**src/rtl/baby_store_loader.sv**
```systemverilog
// Program loader with a 32x32 store: assembles 128 streamed bytes into words, then serves CPU reads/writes in RUN.
// Latency: one cycle per accepted byte (128 to load) and zero-cycle CPU reads; bytes are stalled by load_valid_i and dropped outside LOAD.
module baby_store_loader #(
    parameter logic AUTO_RUN = 1'b1
) (
    input  logic        clock,
    input  logic        reset_i,
    input  logic        load_start_i,
    input  logic        run_i,
    input  logic [7:0]  load_data_i,
    input  logic        load_valid_i,
    output logic        load_ready_o,
    input  logic [4:0]  cpu_addr_i,
    input  logic        cpu_rw_en_i,
    input  logic [31:0] cpu_data_i,
    output logic [31:0] cpu_data_o,
    output logic        cpu_reset_o,
    output logic        loading_o,
    output logic        load_done_o
);

    typedef enum logic [1:0] {
        ST_HOLD = 2'd0,
        ST_LOAD = 2'd1,
        ST_RUN  = 2'd2
    } state_t;

    state_t      r_state;
    logic [1:0]  r_byte_cnt;
    logic [4:0]  r_word_cnt;
    logic [23:0] r_asm;
    logic [31:0] r_mem [32];
    logic        r_cpu_reset;
    logic        r_load_done;

    always_ff @(posedge clock) begin
        if (reset_i) begin
            r_state     <= ST_HOLD;
            r_byte_cnt  <= 2'd0;
            r_word_cnt  <= 5'd0;
            r_asm       <= 24'd0;
            r_cpu_reset <= 1'b1;
            r_load_done <= 1'b0;
            for (int i = 0; i < 32; i++) begin
                r_mem[i] <= 32'd0;
            end
        end else begin
            r_load_done <= 1'b0;
            case (r_state)
                ST_HOLD: begin
                    if (load_start_i) begin
                        r_state    <= ST_LOAD;
                        r_byte_cnt <= 2'd0;
                        r_word_cnt <= 5'd0;
                    end else if (run_i) begin
                        r_state     <= ST_RUN;
                        r_cpu_reset <= 1'b0;
                    end
                end
                ST_LOAD: begin
                    if (load_valid_i) begin
                        case (r_byte_cnt)
                            2'd0:    r_asm[7:0]   <= load_data_i;
                            2'd1:    r_asm[15:8]  <= load_data_i;
                            2'd2:    r_asm[23:16] <= load_data_i;
                            default: begin
                                // Last byte of the word goes straight into the store with the held lower bytes.
                                r_mem[r_word_cnt] <= {load_data_i, r_asm};
                                if (r_word_cnt == 5'd31) begin
                                    r_load_done <= 1'b1;
                                    r_state     <= AUTO_RUN ? ST_RUN : ST_HOLD;
                                    r_cpu_reset <= ~AUTO_RUN;
                                end
                            end
                        endcase
                        r_byte_cnt <= r_byte_cnt + 2'd1;
                        if (r_byte_cnt == 2'd3) begin
                            r_word_cnt <= r_word_cnt + 5'd1;
                        end
                    end
                end
                ST_RUN: begin
                    if (cpu_rw_en_i) begin
                        r_mem[cpu_addr_i] <= cpu_data_i;
                    end
                    if (load_start_i) begin
                        r_state     <= ST_LOAD;
                        r_byte_cnt  <= 2'd0;
                        r_word_cnt  <= 5'd0;
                        r_cpu_reset <= 1'b1;
                    end
                end
                default: begin
                    r_state     <= ST_HOLD;
                    r_cpu_reset <= 1'b1;
                end
            endcase
        end
    end

    assign load_ready_o = (r_state == ST_LOAD);
    assign loading_o    = (r_state == ST_LOAD);
    assign cpu_reset_o  = r_cpu_reset;
    assign load_done_o  = r_load_done;
    assign cpu_data_o   = (r_state == ST_RUN) ? r_mem[cpu_addr_i] : 32'd0;

endmodule

```
**config.mk**
```make
export PLATFORM = sky130hd
export DESIGN_NAME = baby_store_loader
export DESIGN_NICKNAME = d
export VERILOG_FILES = /design/src/rtl/baby_store_loader.sv
export SDC_FILE = /design/constraint.sdc
export NUM_CORES = 1
export LEC_CHECK = 0
export ABC_AREA = 1
export BUFFER_PORTS_ARGS = -buffer_cell sky130_fd_sc_hd__clkbuf_2
export CORE_AREA = 3 3 338 340
export CTS_BUF_LIST = sky130_fd_sc_hd__clkbuf_4 sky130_fd_sc_hd__clkbuf_8
export CTS_CLUSTER_DIAMETER = 150
export DETAILED_ROUTE_END_ITERATION = 10
export DIE_AREA = 0 0 341 343
export HOLD_SLACK_MARGIN = 0.03
export PLACE_DENSITY = 0.64
export SYNTH_ARGS = -nofsm -noshare
export SYNTH_HDL_FRONTEND = slang
export SYNTH_SLANG_ARGS = --single-unit
```
**constraint.sdc**
```tcl
create_clock -name clock -period 3.6 [get_ports clock]
set_clock_uncertainty 0.15 [all_clocks]
set_input_delay 0.18 -clock clock [delete_from_list [all_inputs] [get_ports clock]]
set_output_delay 0.18 -clock clock [all_outputs]
set_load 0.05 [all_outputs]
```
==> out/metrics.yaml <==
status:
  status: "finished, final reports clean"
power:
  power.total_mw: 28.3
  p_leak_nw: 20.6
  power_density_nw_per_um2: 515
  peakVddDrop_v: 0.000370
layout:
  nFillCells: 10200
  final_cell_mix: "1365 x nand2_1, 1252 x nor2_1, 1024 x edfxtp_1, 687 x nand3_1, 178 x clkbuf_8"
  seq_area_um2: 31500
  nNetsFinal: 5162
  multi_input_area_um2: 14800
  layout-drive-gt1-share_pct: 10.9
  synthToLayoutAreaGrowth_pct: 14.9
  final_common_cell: "nand2_1"
grt:
  antenna_found_initial: 2
  grt_pass1_vias: 35600
  groute.usage.overall_pct: 25.9
  grt_pass1_wl_mm: 227
  overflow: 0
  grt_max_degree: 112
placement:
  dp_hpwl_mm: 87.5
  globalplace.congestion: 0.867
  post-place-ws_ns: 0.606
  portBuffers: 86
cts:
  cts_sinks: 1059
  cts_tree: "built"
  cts.clk_slew.worst_paths_ns: 0.06
  htreeDepth: 4
  numCtsBuffers: 171
  cts_max_path_buffers: 3
  post_cts_resize_count: 0
  postCtsSetupBuffers: 0
  cts-root-buf: "clkbuf_8"
  holdBufCountCts: 51
  clock_latency_ns: 0.86
sta:
  slew_violations: 0
  finalSetupViolations: 0
  fin_setup_tns_ns: 0
  layout_min_cycle_time_ns: 3.15
  hold_viol: 0
  worst_pin_slew_ns: 1.25
  finalWorstSetupSlack_ns: 0.446
  rsz0062_at_grt: "false"
  period_share_pct: 87.6
  max_slew_margin_pct: 16.7
  fmax_ghz: 0.317
synthesis:
  yosysSeqAreaShare_pct: 65.8
  syn_inst: 5056
  synth_area_leaders: "edfxtp_1 64%, nand2_1 11%, nor2_1 9.8%"
  netlist_area_um2: 47800
  synth_top_area_share_pct: 64.3
  syn_area_per_cell_um2: 9.45
  yosysWarnings: 0
  synth_seq_cells: 1059
  syn_nets: 5113
  synth_top_area_cell: "edfxtp_1"
  synth_cell_type_count: 25
setup_path:
  cp.arrival_ns: 2.82
  required_ns: 3.27
  end_kind: "output pin"
  crit_type: "reg -> out"
  crit_fanout: 1
  start_kind: "flip-flop"
routing:
  first_pass_iters: 8
  wl_per_cell_um: 22.7
  wirelength_mm: 153
  drc_errors: 0
  drtAntennaViolNets: 0
  vias: 37400
  drtIter0Drc: 4835
  viasPerCell: 5.54
floorplan:
  num_rows: 123
  die_h_um: 343
  dieArea_um2: 117000
  start_util_pct: 42.7
  core-area_um2: 112000
  pin_count: 87
  die_w_um: 341
hold_path:
  hp-class: "in -> reg"
job:
  max_cap_violations: 0
[cells by family after synthesis]
logic type      after synthesis  synth area share [%]
mux                           8                 0.168
compound gates              182                  1.93
fa+ha+maj                     6                 0.157
buf+inv                     478                  3.97
simple gates               3323                  28.0
flops                      1059                  65.8
[power by group]
part | switching (mW) | internal (mW) | total [mW]
clock | 5.02 | 5.40 | 10.4
combinational | 2.84 | 0.994 | 3.83
sequential | 0.130 | 13.9 | 14.0
total | 7.98 | 20.3 | 28.3
[flip-flops by register name, indices dropped and copies added, names as in the netlist]
signal / flops
r_asm: 24
r_mem: 1024
r_byte_cnt: 2
r_word_cnt: 5
load_done_o: 1
cpu_reset_o: 1
r_state: 2
[metal layers]
metal  routed length [µm]  track usage [%]  part of all wire (%)
met4                 6840             12.4                   4.5
met5                   13                0                0.0085
met1                60000             35.0                    39
met3                16400             5.22                    11
met2                69700             40.1                    46
[layout make-up]
cell class | count | share of cell area (%)
clock inverters | 94 | 1.08
repair buffers | 306 | 5.74
well taps | 1500 | 3.42
inverters | 48 | 0.365
clock buffers | 222 | 5.07
flip-flops and latches | 1059 | 57.3
multi-input cells | 3519 | 27.0
diodes | 2 | 0.00912
[cell usage after synthesis, drive strengths merged]
library cell  instances
a211oi                2
a21oi                35
buf                 109
clkbuf              321
clkinv                1
dfxtp                35
edfxtp             1024
ha                    6
inv                  47
mux2i                 8
nand2              1371
nand3               688
nor2               1257
nor3                  6
o211ai                1
o21ai               143
o31ai                 1
or2                   1
[worst max-delay path: stages (launching register included)]
cell      delay, ns
edfxtp_1       0.33
nand2_1        0.05
nand3_1        0.15
nand3_1        0.16
nand2_1        0.15
nand2_1        0.14
nand3_1        0.27
nand2_1        0.08
nor2_1         0.42
buf_12         0.21
[per-stage QoR]
step | util [%] | cell area, µm² | std cells | hold slack [ns]
floorplan | - | 47800 | 5056 | 0.0991
global placement | 45.6 | 51000 | 6381 | 0.277
detailed placement | 45.6 | 51000 | 6381 | 0.277
CTS | 49.1 | 54900 | 6748 | 0.0312
global route | 49.1 | 54900 | 6750 | 0.117
finish | 49.1 | 54900 | 6750 | 0.101
[path summary, 6_finish.rpt]
check / from / to / slack, ns / cells past startpoint
worst min register to register: r_asm[11] / r_asm[11] / 0.30 / 2
worst min-delay path: load_data_i[6] / r_asm[14] / 0.10 / 4
worst max register to register: r_state[1] / r_mem[8][10] / 0.56 / 9
worst max-delay path: r_mem[31][12] / cpu_data_o[12] / 0.45 / 9
Power figures use the tool's default switching activity.
